## config.mk

```make
export PLATFORM = sky130hd
export DESIGN_NAME = mc_ctrl
export DESIGN_NICKNAME = d
export VERILOG_FILES = /design/src/rtl/mc_ctrl_pkg.sv /design/src/rtl/mc_perf_cnt.sv /design/src/rtl/mc_ctrl.sv
export SDC_FILE = /design/constraint.sdc
export NUM_CORES = 1
export LEC_CHECK = 0
export CAP_MARGIN = 20
export CORE_MARGIN = 8
export CORE_UTILIZATION = 35
export DETAILED_ROUTE_END_ITERATION = 12
export PLACE_DENSITY = 0.68
export SLEW_MARGIN = 20
export SYNTH_ARGS = -nofsm -noshare
export SYNTH_HDL_FRONTEND = slang
export SYNTH_SLANG_ARGS = --single-unit
```

## constraint.sdc

```tcl
create_clock -name cpu_clk -period 1.7 [get_ports cpu_clk]
set_input_delay 0.255 -clock cpu_clk [delete_from_list [all_inputs] [get_ports cpu_clk]]
set_output_delay 0.255 -clock cpu_clk [all_outputs]
set_load 0.02 [all_outputs]
```

## src/rtl/mc_ctrl_pkg.sv

```systemverilog
// mc_ctrl_pkg: shared encodings for the miniLA multi-cycle control FSM.
// Holds the FSM state codes, decoder instruction classes, ALU B-port selects,
// next-PC selects and writeback-data selects. It also holds a helper that maps
// an instruction class to its ALU B-operand select.
package mc_ctrl_pkg;

  // FSM state encodings. Codes 6 and 7 are unused and recover to S_IF.
  localparam logic [2:0] S_IF   = 3'd0;
  localparam logic [2:0] S_ID   = 3'd1;
  localparam logic [2:0] S_EX   = 3'd2;
  localparam logic [2:0] S_MEM  = 3'd3;
  localparam logic [2:0] S_WB   = 3'd4;
  localparam logic [2:0] S_HALT = 3'd5;

  // Instruction classes from the decoder. Codes 6 and 7 are illegal.
  localparam logic [2:0] CLS_ALU_R  = 3'd0;
  localparam logic [2:0] CLS_ALU_I  = 3'd1;
  localparam logic [2:0] CLS_LOAD   = 3'd2;
  localparam logic [2:0] CLS_STORE  = 3'd3;
  localparam logic [2:0] CLS_BRANCH = 3'd4;
  localparam logic [2:0] CLS_JUMP   = 3'd5;

  // ALU B-port select.
  localparam logic [1:0] ALUB_RS2  = 2'b00;
  localparam logic [1:0] ALUB_IMM1 = 2'b01;
  localparam logic [1:0] ALUB_IMM2 = 2'b10;

  // Next-PC select.
  localparam logic [1:0] NPC_SEQ = 2'b00;
  localparam logic [1:0] NPC_BR  = 2'b01;
  localparam logic [1:0] NPC_JMP = 2'b10;

  // Register-file write-data select.
  localparam logic [1:0] WD_ALU = 2'b00;
  localparam logic [1:0] WD_MEM = 2'b01;
  localparam logic [1:0] WD_PC4 = 2'b10;

  // Loads and stores use the ALU for address generation (IMM2).
  // ALU_I uses IMM1. Everything else, including illegal classes, compares
  // or operates on RS2.
  function automatic logic [1:0] bsel_of(input logic [2:0] cls);
    logic [1:0] sel;
    case (cls)
      CLS_ALU_I:           sel = ALUB_IMM1;
      CLS_LOAD, CLS_STORE: sel = ALUB_IMM2;
      default:             sel = ALUB_RS2;
    endcase
    return sel;
  endfunction

endpackage

```

## src/rtl/mc_perf_cnt.sv

```systemverilog
// mc_perf_cnt: cycle and retired-instruction counters for mc_ctrl.
// Ports:
//   clk, rst_n  - clock, asynchronous active-low reset
//   cnt_en      - count this cycle (high whenever the FSM is not halted)
//   inst_inc    - one pulse per retired instruction (the PC write strobe)
//   cyc_cnt     - 32-bit free-running cycle count; wraps to 0
//   inst_cnt    - 32-bit instruction count; wraps to 0
module mc_perf_cnt (
  input  logic        clk,
  input  logic        rst_n,
  input  logic        cnt_en,
  input  logic        inst_inc,
  output logic [31:0] cyc_cnt,
  output logic [31:0] inst_cnt
);

  always_ff @(posedge clk or negedge rst_n) begin
    if (!rst_n) begin
      cyc_cnt  <= 32'd0;
      inst_cnt <= 32'd0;
    end else begin
      if (cnt_en)   cyc_cnt  <= cyc_cnt + 32'd1;
      if (inst_inc) inst_cnt <= inst_cnt + 32'd1;
    end
  end

endmodule

```

## src/rtl/mc_ctrl.sv

```systemverilog
// mc_ctrl: multi-cycle control FSM for the miniLA datapath.
// Sequences IF -> ID -> EX -> (MEM) -> (WB), and parks in HALT on request at an
// instruction boundary.
// Optional feature: define MC_PERF_CNT_EN to add the cyc_cnt/inst_cnt outputs.
// Ports:
//   cpu_clk, cpu_rstn    - clock, asynchronous active-low reset
//   inst_class           - decoder class, valid from ID onward
//   br_taken             - branch compare result, valid in EX
//   ifetch_ack, dmem_ack - instruction and data bus acknowledges
//   halt_req             - level request to stop at the next instruction boundary
//   ifetch_req, ir_we    - fetch request and instruction-register load
//   alu_bsel             - registered ALU B-port select
//   pc_we, npc_sel       - PC update strobe and next-PC source
//   rf_we, wd_sel        - register-file write and write-data source
//   dram_re, dram_we     - data read and write requests
//   halted, state        - halt indication and debug view of the current state
//   cyc_cnt, inst_cnt    - performance counters (MC_PERF_CNT_EN only)
//
// Bus handshake: a request (ifetch_req, dram_re, dram_we) stays high until
// the matching ack is sampled high on a rising edge while that request is
// asserted. The FSM completes the access in that same cycle. The FSM ignores
// an ack that arrives while no request is outstanding.
module mc_ctrl
  import mc_ctrl_pkg::*;
(
  input  logic        cpu_clk,
  input  logic        cpu_rstn,
  input  logic [2:0]  inst_class,
  input  logic        br_taken,
  input  logic        ifetch_ack,
  input  logic        dmem_ack,
  input  logic        halt_req,
  output logic        ifetch_req,
  output logic        ir_we,
  output logic [1:0]  alu_bsel,
  output logic        pc_we,
  output logic [1:0]  npc_sel,
  output logic        rf_we,
  output logic [1:0]  wd_sel,
  output logic        dram_re,
  output logic        dram_we,
  output logic        halted,
  output logic [2:0]  state
`ifdef MC_PERF_CNT_EN
  ,
  output logic [31:0] cyc_cnt,
  output logic [31:0] inst_cnt
`endif
);

  logic [2:0] state_q, state_d, eoi_state;
  logic [2:0] cls_q;
  logic [1:0] bsel_q;
  logic       ifr, irw, pcw, rfw, re, we;
  logic [1:0] npc, wd;

  // The class and the B select are captured on the ID->EX edge. This keeps
  // both values stable for the rest of the instruction.
  always_ff @(posedge cpu_clk or negedge cpu_rstn) begin
    if (!cpu_rstn) begin
      state_q <= S_IF;
      cls_q   <= CLS_ALU_R;
      bsel_q  <= ALUB_RS2;
    end else begin
      state_q <= state_d;
      if (state_q == S_ID) begin
        cls_q  <= inst_class;
        bsel_q <= bsel_of(inst_class);
      end
    end
  end

  // halt_req is only consulted here, at the end of an instruction.
  assign eoi_state = halt_req ? S_HALT : S_IF;

  always_comb begin
    state_d = state_q;
    ifr     = 1'b0;
    irw     = 1'b0;
    pcw     = 1'b0;
    npc     = NPC_SEQ;
    rfw     = 1'b0;
    wd      = WD_ALU;
    re      = 1'b0;
    we      = 1'b0;
    case (state_q)
      S_IF: begin
        ifr = 1'b1;
        if (ifetch_ack) begin
          irw     = 1'b1;
          state_d = S_ID;
        end
      end
      S_ID: state_d = S_EX;
      S_EX: begin
        case (cls_q)
          CLS_ALU_R, CLS_ALU_I, CLS_JUMP: state_d = S_WB;
          CLS_LOAD, CLS_STORE:            state_d = S_MEM;
          CLS_BRANCH: begin
            pcw     = 1'b1;
            npc     = br_taken ? NPC_BR : NPC_SEQ;
            state_d = eoi_state;
          end
          // Illegal classes retire as a NOP.
          default: begin
            pcw     = 1'b1;
            state_d = eoi_state;
          end
        endcase
      end
      S_MEM: begin
        re = (cls_q == CLS_LOAD);
        we = (cls_q != CLS_LOAD);
        if (dmem_ack) begin
          if (cls_q == CLS_LOAD) begin
            state_d = S_WB;
          end else begin
            pcw     = 1'b1;
            state_d = eoi_state;
          end
        end
      end
      S_WB: begin
        rfw     = 1'b1;
        pcw     = 1'b1;
        npc     = (cls_q == CLS_JUMP) ? NPC_JMP : NPC_SEQ;
        wd      = (cls_q == CLS_LOAD) ? WD_MEM :
                  (cls_q == CLS_JUMP) ? WD_PC4 : WD_ALU;
        state_d = eoi_state;
      end
      S_HALT: begin
        if (!halt_req) state_d = S_IF;
      end
      default: state_d = S_IF;
    endcase
  end

  // The reset-state decode would otherwise raise ifetch_req during reset.
  // All combinational outputs are therefore forced low while cpu_rstn is low.
  assign ifetch_req = ifr & cpu_rstn;
  assign ir_we      = irw & cpu_rstn;
  assign pc_we      = pcw & cpu_rstn;
  assign npc_sel    = npc & {2{cpu_rstn}};
  assign rf_we      = rfw & cpu_rstn;
  assign wd_sel     = wd & {2{cpu_rstn}};
  assign dram_re    = re & cpu_rstn;
  assign dram_we    = we & cpu_rstn;
  assign alu_bsel   = bsel_q;
  assign halted     = (state_q == S_HALT);
  assign state      = state_q;

`ifdef MC_PERF_CNT_EN
  mc_perf_cnt u_perf (
    .clk      (cpu_clk),
    .rst_n    (cpu_rstn),
    .cnt_en   (state_q != S_HALT),
    .inst_inc (pc_we),
    .cyc_cnt  (cyc_cnt),
    .inst_cnt (inst_cnt)
  );
`endif

endmodule
```

==> run metrics, run 1 <==
GR Overflow Total 0; Peak VDD IR 0.00122 V; Pleak 0.528 nW; average size of a mapped cell 8.82 um2; hold bufs inserted after CTS 0; failing checks setup timing; I/O Buffers 24; P&R area growth vs syn 99.4%; crit path capture type output port; number of setup violations in the final report 7; fin area 1160 um2; post-route ant nets 0; synth top area cells dfrtp_1, a21oi_1, and2_1; total wire length 1990 um; Post-synth top flop dfrtp_1; via count 706; sequential area share after synthesis 34.4%; Worst EP arrival 1600 ps; kind of cell adding the most delay to the critical path simple AND/OR/NAND/NOR gates; CTS sink count 8; Tightest Pin Transition 335 ps; Nets 126; Worst setup SP type register; WP data required 1440 ps; initial antenna violation count 0; Synth area leader dfrtp_1; pin count of the biggest net entering global routing 17; Detailed Route Iter0 Violations 12; distinct cell type count after synthesis 29; Pwr Total 1.92 mW; total CTS buffers 3; crit-path max cell delay 420 ps; H-Tree Depth 1; fmax 0.540 GHz; num rows 14; CP Buf/Inv Count 1; CP Cell Sequence or3b_4 -> and3_4 -> o2bb2ai_2 -> and2_4 -> buf_6; synth warn 0; Slew Limit Fails 0; synthesized cell area 582 um2; Clk Latency, worst-skew pair 250 ps; status finished, violations left; root buf cell clkbuf_4; WS Path Type register to output port; vias per cell 5.35; CTS tree yes; Tmin final 1850 ps; n_diodes 0; Yosys reg bits 8; core footprint 1540 um2; final hold violations 0; final setup TNS -477 ps; Initial Util 37.7%; wire per inst 15.0 um; Hold Slack 436 ps; Placer Congestion 0.869; share of cells above drive strength 1 50.0%; commonest non-fill, non-tap cell in the layout buf_4; share of the synthesized area in the top cell type 34.4%; Pre-antenna DRT Iters 4; Die H 56.8 um; area of the die 3220 um2; Tcrit/Tclk final 109%; Final WS setup -153 ps; Total GRT Usage 12.3%; Hold Path Class primary input to asynchronous set/reset pin; Cell Area, Placed 1040 um2; drc violations 0; Clock Path Buffers 2; Die X 56.8 um; clock skew 12.5 ps; Post-synth EDFFs 0; vias in the first global route 698; FFs w/ async S/R, synth 100%; worst-path maximum fanout 4; first-pass GRT wire length 3340 um; Power Dens Cells 1660 nW/um2; unrepaired setup endpoints after global routing yes; clock slew at reported path FFs 60 ps; Rel. slew slack 77.6%; Slowest-stage cell, CP or3b_4; Synth Instances 66; Post-Syn Nets 75; most frequent cells in the layout buf_4, clkdlybuf4s50_1, dfrtp_1; Max-Cap Viols 0; io pins 25; dpl hpwl 1450 um
[power by group]
part / total [mW] / switching (mW) / internal [mW]
combinational: 1.42 / 0.689 / 0.728
sequential: 0.349 / 0.0678 / 0.281
clock: 0.156 / 0.0660 / 0.0898
total: 1.92 / 0.823 / 1.10
[tightest hold or removal path, cell delays in order]
cell and delay, ps:
clkdlybuf4s50_1 480, buf_4 120, buf_4 180
[synth_stat cells, types with 2 or more instances]
library cell  count
dfrtp_1           8
a21oi_1           5
inv_1             5
nand2_1           5
o21ai_0           5
and2_1            4
buf_2             3
nor2b_1           3
nor3_1            3
a2bb2oi_1         2
mux2_2            2
nand2b_1          2
nor2_1            2
nor4b_1           2
[logic make-up after synthesis]
logic type / count (synthesis) / share of synthesized area [%]
muxes: 2 / 3.87
and+or+nand+nor: 30 / 35.5
buffers and inverters: 8 / 5.81
AOI/OAI and AO/OA: 18 / 20.4
DFF: 8 / 34.4
[layer usage]
metal / global-route usage (%) / wire length, um
met5: 0 / 0
met2: 21.8 / 968
met4: 3.02 / 0
met3: 2.92 / 151
met1: 14.4 / 865
[sequential cells by signal (all words and copies together) (netlist names)]
register / cells
alu_bsel: 2
state: 3
cls_q: 3
[worst paths after layout]
check,start,depth (start not counted),end,slack (ps)
max in group asynchronous,cpu_rstn,3,cls_q[1],1110
hold / removal,cpu_rstn,3,state[0],440
hold reg to reg,alu_bsel[0],1,alu_bsel[0],510
setup reg to reg,state[1],4,cls_q[1],160
setup / recovery,cls_q[1],5,pc_we,-150
min in group cpu_clk,alu_bsel[0],1,alu_bsel[0],510
[final cells by class]
class                   instances  area (um2)
clock buffers                   4        26.3
fillers                       112         382
inverters                       5        18.8
multi-input cells              50         459
flip-flops and latches          8         201
well taps                      16        20.0
repair buffers                 49         434
[stage by stage]
stage | cells | utilization, % | setup slack (ps)
floorplan | 66 | - | -4.79
CTS | 131 | 72.9 | -151
finish | 132 | 75.2 | -153
global placement | 121 | 67.3 | -438
global route | 132 | 75.2 | -228
detailed placement | 121 | 67.3 | -486
[timing repair]
action | in CTS | in global routing
setup endpoints to repair | 12 | 12
setup buffers | 6 | 1
pin swaps | 4 | 1
gates resized for setup | 60 | 11
Power figures use the tool's default switching activity.
==> run 2, diff against run 1 <==
Settings changed: SKIP_LAST_GASP set to 1.
==> run 2 against run 1 <==
Net effect:
- the run still ends with setup timing left
- cell count stayed put
- clock skew is essentially flat
- non-clock buffer count stayed put
- sequential share of layout area barely moved
- power is 0.44% higher
- sequential cell count stayed put
- count of clock-buffer cells in the layout unchanged
- utilization is 0.081 points higher
- clock power barely moved
- critical endpoint unchanged
- largest cell class unchanged
- highest routed layer unchanged
==> run metrics, run 2 (same netlist as run 1, synthesis figures left out) <==
dpl hpwl 1450 um; clock skew 12.7 ps; Detailed Route Iter0 Violations 12; hold bufs inserted after CTS 0; first-pass GRT wire length 3340 um; Die H 56.8 um; Non-Filler Instances 132; Rel. slew slack 78.0%; Pre-antenna DRT Iters 4; Pleak 0.523 nW; Slew Limit Fails 0; crit-path max cell delay 420 ps; Clk Latency, worst-skew pair 250 ps; post-route ant nets 0; area of the die 3220 um2; initial antenna violation count 0; Nets 126; n_diodes 0; WS Path Type register to output port; Power Dens Cells 1660 nW/um2; root buf cell clkbuf_4; WP data required 1440 ps; share of cells above drive strength 1 50.0%; drc violations 0; total wire length 2000 um; status finished, violations left; Tightest Pin Transition 330 ps; worst-path maximum fanout 4; Total GRT Usage 12.3%; via count 719; H-Tree Depth 1; failing checks setup timing; Final WS setup -155 ps; num rows 14; Hold Path Class primary input to asynchronous set/reset pin; CTS tree yes; Placed Cells 121; Clock Path Buffers 2; Tmin final 1860 ps; CTS sink count 8; fmax 0.539 GHz; most frequent cells in the layout buf_4, clkdlybuf4s50_1, dfrtp_1; Slowest-stage cell, CP or3b_4; Worst EP arrival 1600 ps; CP Cell Sequence or3b_4 -> and3_4 -> o2bb2ai_2 -> and2_4 -> buf_6; Worst setup SP type register; vias in the first global route 698; final setup TNS -485 ps; Die X 56.8 um; number of setup violations in the final report 7; Tcrit/Tclk final 109%; vias per cell 5.45; Max-Cap Viols 0; wire per inst 15.1 um; final hold violations 0; core footprint 1540 um2; commonest non-fill, non-tap cell in the layout buf_4; io pins 25; clock slew at reported path FFs 60 ps; P&R area growth vs syn 99.6%; unrepaired setup endpoints after global routing yes; pin count of the biggest net entering global routing 17; I/O Buffers 24; CP Buf/Inv Count 1; Initial Util 37.7%; Reg2Reg Setup Slack 160 ps; GR Overflow Total 0; Placer Congestion 0.869; total CTS buffers 3; Peak VDD IR 0.00110 V; kind of cell adding the most delay to the critical path simple AND/OR/NAND/NOR gates; crit path capture type output port
[run 2: cell types whose count changed in the layout (fill, tap and decap cells not counted), sizes merged]
cell	before	now
dlygate4sd2	2	1
clkdlybuf4s50	10	11
[run 2: report_power, final]
group / internal [mW] / switching (mW)
clock: 0.0898 / 0.0661
combinational: 0.735 / 0.690
sequential: 0.281 / 0.0678
total: 1.11 / 0.824
[run 2: cell type report]
type                            count  area [um2]
Fill cell                         113         380
Clock buffer                        4        26.3
Multi-Input combinational cell     50         459
Sequential cell                     8         201
Timing Repair Buffer               49         435
Tap cell                           16        20.0
Inverter                            5        18.8
[run 2: what timing repair did]
item | in CTS | in global routing
gates resized for setup | 59 | 11
hold endpoints to repair | 0 | 0
setup buffers | 6 | 1
pin swaps | 4 | 1
endpoints found under the setup margin | 12 | 13
[run 2: worst register-to-register path, stage by stage, from the launching register on]
cell and delay [ps]:
dfrtp_1 420, buf_4 150, buf_4 130, nor3b_4 330, mux2_2 370
[run 2: path summary, 6_finish.rpt]
path                             start     endpoint  cells past startpoint
max                           cls_q[1]        pc_we                      5
min                           cpu_rstn     state[0]                      3
max reg2reg                   state[1]  alu_bsel[0]                      4
min reg2reg                alu_bsel[0]  alu_bsel[0]                      1
max in group asynchronous     cpu_rstn     cls_q[1]                      3
min in group cpu_clk       alu_bsel[0]  alu_bsel[0]                      1
[run 2: routing by layer]
metal / global-route usage [%] / part of all wire, % / vias to the layer above
li1: - / - / 348
met1: 14.4 / 43 / 338
met2: 21.8 / 49 / 33
met3: 2.92 / 7.8 / 0
met4: 3.02 / 0 / 0
met5: 0 / 0 / -
[run 2: metrics by stage]
step | util, % | total power [mW] | hold slack, ps | setup slack (ps) | area (um2)
2_1_floorplan | - | 1.02 | -40.6 | -4.79 | 644
3_3_place_gp | 67.3 | 1.54 | 495 | -438 | 1040
3_5_place_dp | 67.3 | 1.55 | 499 | -486 | 1040
4_1_cts | 73.0 | 1.85 | 420 | -151 | 1120
5_1_grt | 75.3 | 2.06 | 456 | -228 | 1160
6_report | 75.3 | 1.93 | 435 | -155 | 1160
